## src/rtl/dash_display_scanner.sv

```systemverilog
// dash_display_scanner
//   Upstream driver for the dashboard 7-segment stage. A binary reading is
//   captured on a load strobe, converted to BCD by a sequential double-dabble
//   (one bit per clk), committed atomically to an 8-digit display register and
//   time-multiplexed out as a digit/pos pair at the refresh rate.
//
// Parameters
//   BIN_W        width of the binary input (4..27)
//   REFRESH_DIV  clk cycles each digit position is held (>= 2)
//
// Ports
//   clk    in   system clock, rising edge
//   rst_n  in   synchronous active-low reset
//   value  in   [BIN_W-1:0] binary value, sampled when load=1
//   load   in   1-cycle load strobe; while busy it queues a 1-deep pending value
//   busy   out  conversion in progress (SHIFT or COMMIT)
//   done   out  1-cycle pulse in the cycle the new BCD value is committed
//   digit  out  [3:0] BCD digit for the current position (0..9)
//   pos    out  [3:0] current position 1..8, 1 = least significant
//
// Build option
//   DASH_DISPLAY_SATURATE_EN  when defined, values above 99,999,999 commit as
//                             all nines; otherwise the ninth digit is dropped.
module dash_display_scanner #(
  parameter int BIN_W       = 27,
  parameter int REFRESH_DIV = 100000
) (
  input  logic             clk,
  input  logic             rst_n,
  input  logic [BIN_W-1:0] value,
  input  logic             load,
  output logic             busy,
  output logic             done,
  output logic [3:0]       digit,
  output logic [3:0]       pos
);

  localparam int             PW         = (REFRESH_DIV > 2) ? $clog2(REFRESH_DIV) : 1;
  localparam logic [PW-1:0]  PRESC_LAST = PW'(REFRESH_DIV - 1);
  localparam logic [4:0]     BITS       = 5'(BIN_W);

  typedef enum logic [1:0] {
    IDLE   = 2'd0,
    SHIFT  = 2'd1,
    COMMIT = 2'd2
  } state_t;

  // Double-dabble correction: every BCD nibble >= 5 gets +3 before the shift.
  function automatic logic [35:0] dabble_adj(input logic [35:0] b);
    logic [35:0] r;
    r = b;
    for (int i = 0; i < 9; i++) begin
      if (b[i*4 +: 4] >= 4'd5) begin
        r[i*4 +: 4] = b[i*4 +: 4] + 4'd3;
      end else begin
        r[i*4 +: 4] = b[i*4 +: 4];
      end
    end
    return r;
  endfunction

  state_t           state_r, state_nxt_s;
  logic [BIN_W-1:0] shift_r, shift_nxt_s;
  logic [35:0]      bcd_r, bcd_nxt_s, adj_s;
  logic [4:0]       cnt_r, cnt_nxt_s;
  logic             pend_r, pend_nxt_s;
  logic [BIN_W-1:0] pend_val_r, pend_val_nxt_s;
  logic [31:0]      disp_r, disp_nxt_s, commit_val_s, digit_src_s;
  logic             busy_r, done_r, done_nxt_s;
  logic [PW-1:0]    presc_r;
  logic [3:0]       pos_r, digit_r;
  logic [2:0]       idx_s;

  // Value that COMMIT writes into the display register.
`ifdef DASH_DISPLAY_SATURATE_EN
  assign commit_val_s = (bcd_r[35:32] != 4'd0) ? 32'h9999_9999 : bcd_r[31:0];
`else
  assign commit_val_s = bcd_r[31:0];
`endif

  // Converter next-state and datapath.
  always_comb begin
    state_nxt_s    = state_r;
    shift_nxt_s    = shift_r;
    bcd_nxt_s      = bcd_r;
    cnt_nxt_s      = cnt_r;
    pend_nxt_s     = pend_r;
    pend_val_nxt_s = pend_val_r;
    disp_nxt_s     = disp_r;
    done_nxt_s     = 1'b0;
    adj_s          = dabble_adj(bcd_r);
    case (state_r)
      IDLE: begin
        if (load) begin
          shift_nxt_s = value;
          bcd_nxt_s   = 36'd0;
          cnt_nxt_s   = BITS;
          state_nxt_s = SHIFT;
        end else begin
          state_nxt_s = IDLE;
        end
      end
      SHIFT: begin
        bcd_nxt_s   = {adj_s[34:0], shift_r[BIN_W-1]};
        shift_nxt_s = {shift_r[BIN_W-2:0], 1'b0};
        cnt_nxt_s   = cnt_r - 5'd1;
        if (load) begin
          pend_nxt_s     = 1'b1;
          pend_val_nxt_s = value;
        end else begin
          pend_nxt_s     = pend_r;
        end
        if (cnt_r == 5'd1) begin
          state_nxt_s = COMMIT;
          done_nxt_s  = 1'b1;
        end else begin
          state_nxt_s = SHIFT;
        end
      end
      COMMIT: begin
        disp_nxt_s = commit_val_s;
        // A load landing in COMMIT itself is newer than any pending value.
        if (load) begin
          shift_nxt_s = value;
          bcd_nxt_s   = 36'd0;
          cnt_nxt_s   = BITS;
          pend_nxt_s  = 1'b0;
          state_nxt_s = SHIFT;
        end else if (pend_r) begin
          shift_nxt_s = pend_val_r;
          bcd_nxt_s   = 36'd0;
          cnt_nxt_s   = BITS;
          pend_nxt_s  = 1'b0;
          state_nxt_s = SHIFT;
        end else begin
          state_nxt_s = IDLE;
        end
      end
      default: begin
        state_nxt_s = IDLE;
      end
    endcase
  end

  // Converter state, datapath and status registers.
  always_ff @(posedge clk) begin
    if (!rst_n) begin
      state_r    <= IDLE;
      shift_r    <= '0;
      bcd_r      <= 36'd0;
      cnt_r      <= 5'd0;
      pend_r     <= 1'b0;
      pend_val_r <= '0;
      disp_r     <= 32'd0;
      busy_r     <= 1'b0;
      done_r     <= 1'b0;
    end else begin
      state_r    <= state_nxt_s;
      shift_r    <= shift_nxt_s;
      bcd_r      <= bcd_nxt_s;
      cnt_r      <= cnt_nxt_s;
      pend_r     <= pend_nxt_s;
      pend_val_r <= pend_val_nxt_s;
      disp_r     <= disp_nxt_s;
      busy_r     <= (state_nxt_s != IDLE);
      done_r     <= done_nxt_s;
    end
  end

  // Digit source bypasses the display register during COMMIT so the digit
  // output shows the new value on the cycle right after COMMIT.
  always_comb begin
    idx_s       = pos_r[2:0] - 3'd1;
    digit_src_s = (state_r == COMMIT) ? commit_val_s : disp_r;
  end

  // Free-running scanner: prescaler, position and registered digit.
  always_ff @(posedge clk) begin
    if (!rst_n) begin
      presc_r <= '0;
      pos_r   <= 4'd1;
      digit_r <= 4'd0;
    end else begin
      if (presc_r == PRESC_LAST) begin
        presc_r <= '0;
        pos_r   <= (pos_r == 4'd8) ? 4'd1 : (pos_r + 4'd1);
      end else begin
        presc_r <= presc_r + {{(PW-1){1'b0}}, 1'b1};
        pos_r   <= pos_r;
      end
      digit_r <= digit_src_s[idx_s*4 +: 4];
    end
  end

  assign busy  = busy_r;
  assign done  = done_r;
  assign digit = digit_r;
  assign pos   = pos_r;

endmodule

```

## config.mk

```make
export PLATFORM = sky130hd
export DESIGN_NAME = dash_display_scanner
export DESIGN_NICKNAME = d
export VERILOG_FILES = /design/src/rtl/dash_display_scanner.sv
export SDC_FILE = /design/constraint.sdc
export NUM_CORES = 1
export LEC_CHECK = 0
export CORE_ASPECT_RATIO = 1.5
export CORE_MARGIN = 2
export CORE_UTILIZATION = 42
export CTS_CLUSTER_SIZE = 25
export DETAILED_ROUTE_END_ITERATION = 16
export SYNTH_ARGS = -nofsm -noshare
export SYNTH_HDL_FRONTEND = slang
export SYNTH_SLANG_ARGS = --single-unit
```

## constraint.sdc

```tcl
create_clock -name clk -period 4.95 [get_ports clk]
set_input_delay 0.99 -clock clk [delete_from_list [all_inputs] [get_ports clk]]
set_output_delay 0.99 -clock clk [all_outputs]
set_load 0.01 [all_outputs]
```

==> metrics <==
status=completed; hold crit path type=reg2reg; CP endpoint kind=flop; number of synthesized flops with an enable pin=0; DRT antenna net count=0; family with the most delay on the worst path=simple AND/OR/NAND/NOR gates; Syn Nets=928; WL per Instance=15.0 um; cell chain of the critical path=inv_1 > ha_2 > nand2b_1 > a21oi_4 > or2_2 > buf_4 > o21ai_0 > a21oi_1; drc violations=0; Crit Reg-Reg Startpoint=state_r[0]; Post-Syn Area per Cell=8.44 um^2; vias in the first global route=5,879; core area=17,300 um^2; row count=59; Total Power=2.92 mW; final cell count without fillers=1,108; total number of vias=6,005; post-synthesis sequential area ratio=0.416; WP buf/inv=2; Num CTS Buffers=17; WS Path Type=reg2reg; final worst path period need=3.04 ns; Yosys cell types=46; area grow syn2layout=14.8%; Cell Area, Synth=7360 um^2; post-cts hold buffer count=0; Finished Cell Area=8450 um^2; FF/Latch Area=3060 um^2; Initial Utilization=0.426; postcts setup bufs=0; Req. time, crit path=5.30 ns; global-route wire length before repair=28,300 um; largest net degree at the start of global routing=58; clk buf depth=2; IO Pins=40; RSZ-0062 raised after global routing=no; HP Start=presc_r[0]; grt total ovfl=0; clock skew=0.0140 ns; measured slew at the worst slew-check pin=1.04 ns; critical path's slowest cell=ha_2; layout cells sized above 1=0.103; Crit Path Max Fanout=34; most common flop cell mapped by yosys=dfxtp_1; setup TNS=0 ns; post-CTS sizing=0; Iter 0 DRT Violations=286; Fmax=329 MHz; final hold slack=0.446 ns; total of max-cap violations=0; max_slew headroom=0.304; Multi-input gate area=3930 um^2; post-synth top area cell=dfxtp_1; clk_lat worst skew=0.43 ns; top cells by area, synth=dfxtp_1, nand2_1, o21ai_0; Clk pin slew, worst setup/hold paths=0.06 ns; Reg-to-Reg End=bcd_r[27]; final hold viol count=0; top-count cell post-synth=dfxtp_1; CP Data Arrival Time=3.39 ns; Via density=5.42; DR pass1 iterations=4; initial antenna violation count=0; worst r2r path cells=8; synthesized instance count=872; CTS Root Cell=clkbuf_16; Pleak=2.99 nW; layout net count=938; WHS Path Cells=1; maximum vdd ir drop=0.000225 V; yosys warns=0; routability cong.=0.720; Hold Crit Endpoint=presc_r[0]; Die ar.=18,600 um^2; global-route usage over all layers=0.185; Slew Viols, Final=0; Yosys reg bits=153; ant diodes=0; fill cell count=1,700; top cells by count, synth=dfxtp_1, nand2_1, o21ai_0, nor2_1, a21oi_1; final wirelength=16,600 um; PwrDens=345 nW/um^2; Largest stage delay, worst path=0.73 ns; Die H=166 um; Critical Path Start Type=flop; Placed Area=7850 um^2; PortBufs=39; CTS tree=built; DIE WIDTH=112 um; placed cells=1,076; fin crit share=0.614; async set-reset flop share out of synthesis=0; Synth top area share=0.416; count of clock tree sinks=153; R2R setup slack=1.91 ns; endpoints failing setup=0; HPWL reported at the end of detailed placement=10,600 um; Max H-tree Level=4
## metrics by stage
step / util / worst slack, ns
floorplan: - / 2.76
global placement: 0.454 / 1.67
detailed placement: 0.454 / 1.66
CTS: 0.489 / 1.83
global route: 0.489 / 1.65
finish: 0.489 / 1.91
## logic make-up after synthesis
family / after synthesis / synth area share
multiplexers: 67 / 0.0967
adder cells (fa/ha/maj): 26 / 0.0442
flip-flops: 153 / 0.416
AND/OR/NAND/NOR: 306 / 0.194
AO/OA/AOI/OAI: 209 / 0.171
XOR/XNOR: 24 / 0.0286
buffers and inverters: 87 / 0.0501
## worst max path at each step
stage                from             end  cells past startpoint
6_report       state_r[0]       bcd_r[27]                      8
5_1_grt        state_r[0]     shift_r[18]                      7
4_1_cts        state_r[0]     shift_r[23]                      7
3_5_place_dp         load  pend_val_r[21]                      5
3_3_place_gp         load   pend_val_r[6]                      5
2_1_floorplan        load      shift_r[4]                      8
## state kept, by name, indices dropped and copies added (netlist names)
register    count
done            1
presc_r        17
pend_val_r     27
disp_r         32
digit           4
bcd_r          32
cnt_r           5
shift_r        27
state_r         2
pend_r          1
pos             4
busy            1
## final cells by class
type,count,area share
Multi-Input combinational cell,632,0.465
Sequential cell,153,0.363
Clock buffer,23,0.0578
Timing Repair Buffer,49,0.0566
Tap cell,213,0.0315
Clock inverter,9,0.0133
Inverter,29,0.0129
## worst register-to-register path, stage by stage, from the launching register on
cell and delay (ns):
dfxtp_1 0.33, inv_1 0.08, ha_2 0.73, nand2b_1 0.22, a21oi_4 0.41, or2_2 0.55
buf_4 0.38, o21ai_0 0.14, a21oi_1 0.12
## where the power goes
| part | internal (mW) | switching [mW] |
|---|---|---|
| clock | 0.799 | 0.512 |
| combinational | 0.106 | 0.186 |
| sequential | 1.28 | 0.0297 |
## per-layer routing
metal  part of all wire  up-vias  routed length (um)  track usage
met4             0.0093        0                 154       0.0716
li1                   -     3056                   -            -
met2               0.53       95                8840        0.334
met5                  0        -                   0            0
met1               0.43     2846                7130        0.214
met3              0.031        8                 510       0.0336
## placed cells by master, fill, tap and decap left out, types with 3 or more instances in the layout
cell	count
or3b_2	7
clkbuf_8	4
nor4_1	4
a211oi_1	9
nand4b_1	3
a311oi_1	4
nor3_1	12
dfxtp_1	153
a2111oi_0	7
inv_1	27
buf_4	9
nand2_1	114
nand3_1	44
o22ai_1	4
xor2_1	8
clkdlybuf4s50_1	39
xnor2_1	16
nor2_1	77
nand2b_1	14
clkbuf_16	17
o21ai_0	78
ha_1	25
mux2_2	33
and2_1	16
a21oi_1	56
o31a_1	4
a22oi_1	43
or2_2	3
mux2i_1	34
No activity file was read; power rests on OpenSTA's default activity.
==> edit 1: new RTL, config.mk and constraints unchanged <==
`pend_val_r` no longer has a reset.
--- a/src/rtl/dash_display_scanner.sv
+++ b/src/rtl/dash_display_scanner.sv
@@ -150,7 +150,6 @@
       bcd_r      <= 36'd0;
       cnt_r      <= 5'd0;
       pend_r     <= 1'b0;
-      pend_val_r <= '0;
       disp_r     <= 32'd0;
       busy_r     <= 1'b0;
       done_r     <= 1'b0;
@@ -160,11 +159,14 @@
       bcd_r      <= bcd_nxt_s;
       cnt_r      <= cnt_nxt_s;
       pend_r     <= pend_nxt_s;
-      pend_val_r <= pend_val_nxt_s;
       disp_r     <= disp_nxt_s;
       busy_r     <= (state_nxt_s != IDLE);
       done_r     <= done_nxt_s;
     end
+  end
+
+  always_ff @(posedge clk) begin
+    pend_val_r <= pend_val_nxt_s;
   end
 
   // Digit source bypasses the display register during COMMIT so the digit
Function: same outputs for any inputs over 10 cycles, from zero or initial values and one cycle with rst_n low; that may be too few to reach the edited logic, so the function may still have changed.
==> edit 1 against the unedited design <==
Worst hold slack improved by 0.021 ns; sequential cell count did not move; wire length fell by 9.8%; final cell count fell by 16%; sequential power rose by 3%; setup slack improved by 0.047 ns; count of clock-buffer cells in the layout fell by 3; clock power fell by 7%; total power fell by 3.6%; synthesized area fell by 7.1%; critical path depth did not move; design area fell by 6.6%; utilization rose by 0.24 points.
==> edit 1: results (changes against the unedited design) <==
| Metric | Value |
|---|---|
| Clock tree cell share of total cell area | 7.07% (was 7.11%) |
| Total track usage | 17.8% (was 18.5%) |
| Non-clk buf share | 5.52% (was 5.66%) |
| Pre-CTS setup slack | 1.71 ns (was 1.66 ns) |
| Via Count | 5,149 (was 6,005) |
| Mapped Nets | 740 (was 928) |
| GP Congestion | 0.764 (was 0.720) |
| First-pass GRT wire length | 24.4 mm (was 28.3 mm) |
| Fillers | 1,462 (was 1,700) |
| Routing usage on met1 | 20.3% (was 21.4%) |
| CP arrival | 3.34 ns (was 3.39 ns) |
| Outcome | completed (unchanged) |
| Reg area | 0.00333 mm² (was 0.00306 mm²) |
| Num rows | 57 (was 59) |
| Wirelength per Cell | 16.2 µm (was 15.0 µm) |
| DP Cell Count | 895 (was 1,076) |
| Clock buffers | 20 (was 23) |
| Commonest cells in the netlist | dfxtp_1, nor2_1, mux2i_1 (was dfxtp_1, nand2_1, o21ai_0) |
| GRT met2 Usage | 31.4% (was 33.4%) |
| Netlist cell types | 55 (was 46) |
| Worst Clk Skew | 0.00748 ns (was 0.0140 ns) |
| Sequential element share of the synthesized area | 48.7% (was 41.6%) |
| Non-CTS inverters | 30 (was 29) |
| # nets final | 764 (was 938) |
| Mapped Cells | 684 (was 872) |
| Fraction of area in multi-input gates | 40.5% (was 46.5%) |
| #MultiIn Comb | 461 (was 632) |
==> edit 1: power groups by stage <==
stage                     Combinational, W  Sequential [W]  Clock [W]
after floorplan                   0.000171         0.00137          0
after global placement            0.000231         0.00138          0
after detailed placement          0.000238         0.00138          0
after CTS                         0.000239         0.00135    0.00125
after global routing              0.000264         0.00135    0.00131
final                             0.000237         0.00135    0.00122
==> edit 1: path summary, 6_finish.rpt <==
| kind | start | to | slack (ns) | cells after the start |
|---|---|---|---|---|
| max | state_r[0] | bcd_r[2] | 1.96 | 8 |
| min | presc_r[0] | presc_r[0] | 0.47 | 1 |
| max reg2reg | state_r[0] | bcd_r[2] | 1.96 | 8 |
| min reg2reg | presc_r[0] | presc_r[0] | 0.47 | 1 |
==> edit 1: kinds of logic after synthesis <==
kind of cell | share of synthesized area (%)
mux | 6.92
fa+ha+maj | 4.76
simple gates | 15.6
buf+inv | 4.72
xor+xnor | 2.95
flops | 48.7
compound gates | 16.4
==> edit 2: new RTL, config.mk and constraints unchanged <==
Made on the original files. Set the parameter `REFRESH_DIV` to 400000 (it was 100000).
--- a/src/rtl/dash_display_scanner.sv
+++ b/src/rtl/dash_display_scanner.sv
@@ -23,7 +23,7 @@
 //                             all nines; otherwise the ninth digit is dropped.
 module dash_display_scanner #(
   parameter int BIN_W       = 27,
-  parameter int REFRESH_DIV = 100000
+  parameter int REFRESH_DIV = 400000
 ) (
   input  logic             clk,
   input  logic             rst_n,
Function: same outputs for any inputs over 10 cycles, from zero or initial values and one cycle with rst_n low; that may be too few to reach the edited logic, so the function may still have changed.
==> edit 2 against the unedited design <==
Setup slack better by 0.026 ns; sequential cell count increased by 2; via count is 2.1% higher; design area rose by 1.6%; total power is 0.84% higher; first-iteration DRC count is 2.8% lower; synthesized area increased by 2.6%; wire length increased by 0.87%; utilization fell by 0.69 points; final cell count is 0.81% higher; critical path type is now flip-flop to output port; critical endpoint is now pos[0]; largest cell class unchanged.
==> edit 2: results (changes against the unedited design) <==
| Metric | Value |
|---|---|
| Largest net degree at the start of global routing | 64 (was 58) |
| Netlist cell types | 56 (was 46) |
| Vias in the first global route | 6,003 (was 5,879) |
| Initial DRC count | 278 (was 286) |
| DP Cell Count | 1,087 (was 1,076) |
| # nets final | 945 (was 938) |
| First-pass GRT wire length | 28.8 mm (was 28.3 mm) |
| Area share of fa/ha/maj cells after synthesis | 4.31% (was 4.42%) |
| Compound-Gate Fraction of Synth Area | 17.0% (was 17.1%) |
| Worst rel slew slack | 18.8% (was 30.4%) |
| Synth top area cells | dfxtp_1, nand2_1, mux2_2 (was dfxtp_1, nand2_1, o21ai_0) |
| Post-synthesis mux area share | 9.56% (was 9.67%) |
| Post-Synth XOR/XNOR Area | 3.01% (was 2.86%) |
| Outcome | completed (unchanged) |
| Layout cells sized above 1 | 9.78% (was 10.3%) |
| Lkg Pwr | 3.05 nW (was 2.99 nW) |
| Crit path max-delay family | flip-flops (was simple AND/OR/NAND/NOR gates) |
| R2R Setup Slk | 2.02 ns (was 1.91 ns) |
| Sequential element share of the synthesized area | 41.1% (was 41.6%) |
| Wirelength per Cell | 15.0 µm (about the same) |
| Commonest cells in the netlist | dfxtp_1, nand2_1, nor2_1 (was dfxtp_1, nand2_1, o21ai_0) |
| CP max stage cell | dfxtp_1 (was ha_2) |
| WL final | 16.8 mm (was 16.6 mm) |
| Mapped Nets | 938 (was 928) |
| Crit-path max FO | 29 (was 34) |
| Mapped Cells | 882 (was 872) |
| Worst Clk Skew | 0.00626 ns (was 0.0140 ns) |
| DRT Pass-1 Iters | 4 (unchanged) |
## edit 2: cell types whose count changed after synthesis, moves of 4 or more
cell      before  now
clkbuf_1      35   23
o21ai_1        0   10
or3b_2         7    0
o21ai_0       78   68
or3b_1         0    7
buf_4          2    7
buf_1          3    7
## edit 2: logic make-up after synthesis
family                   count (synthesis)
flip-flops                             155
adder cells (fa/ha/maj)                 26
buffers and inverters                   86
multiplexers                            68
XOR/XNOR                                26
AND/OR/NAND/NOR                        310
AO/OA/AOI/OAI                          211
## edit 2: layout make-up
class / instances / area [µm²]
clock buffer: 21 / 470
clock inverter: 9 / 120
fill: 1745 / 9210
inverter: 28 / 105
multi-input combinational: 641 / 4060
sequential: 155 / 3100
tap: 217 / 272
timing repair buffer: 46 / 450
## edit 2: worst paths after layout
path                            depth (start not counted)           start             end
worst min-delay path                                    2  pend_val_r[11]  pend_val_r[11]
worst min register to register                          2  pend_val_r[11]  pend_val_r[11]
worst max-delay path                                    1          pos[0]          pos[0]
worst max register to register                          7      state_r[1]       bcd_r[11]
## edit 2: report_power, final
part,internal [W],switching (W),total (W)
registers,0.00130,0.0000307,0.00133
clock network,0.000821,0.000495,0.00132
logic,0.000104,0.000190,0.000294
total,0.00222,0.000715,0.00294
## edit 2: metrics by stage
step / total power (W) / instance area, µm² / hold WS, ns / util [%] / setup slack, ns
after floorplan: 0.00156 / 7550 / 0.430 / - / 2.79
after global placement: 0.00165 / 7990 / 0.441 / 44.9 / 1.57
after detailed placement: 0.00165 / 7990 / 0.446 / 44.9 / 1.57
after CTS: 0.00297 / 8580 / 0.455 / 48.2 / 1.90
after global routing: 0.00306 / 8580 / 0.471 / 48.2 / 1.74
final: 0.00294 / 8580 / 0.453 / 48.2 / 1.94
## edit 2: layer usage
metal	vias up	routed length (µm)	global-route usage (%)
met3	20	458	3.38
met2	94	8610	34.3
li1	3085	-	-
met1	2934	7450	21.1
met4	0	249	6.26
met5	-	0	0
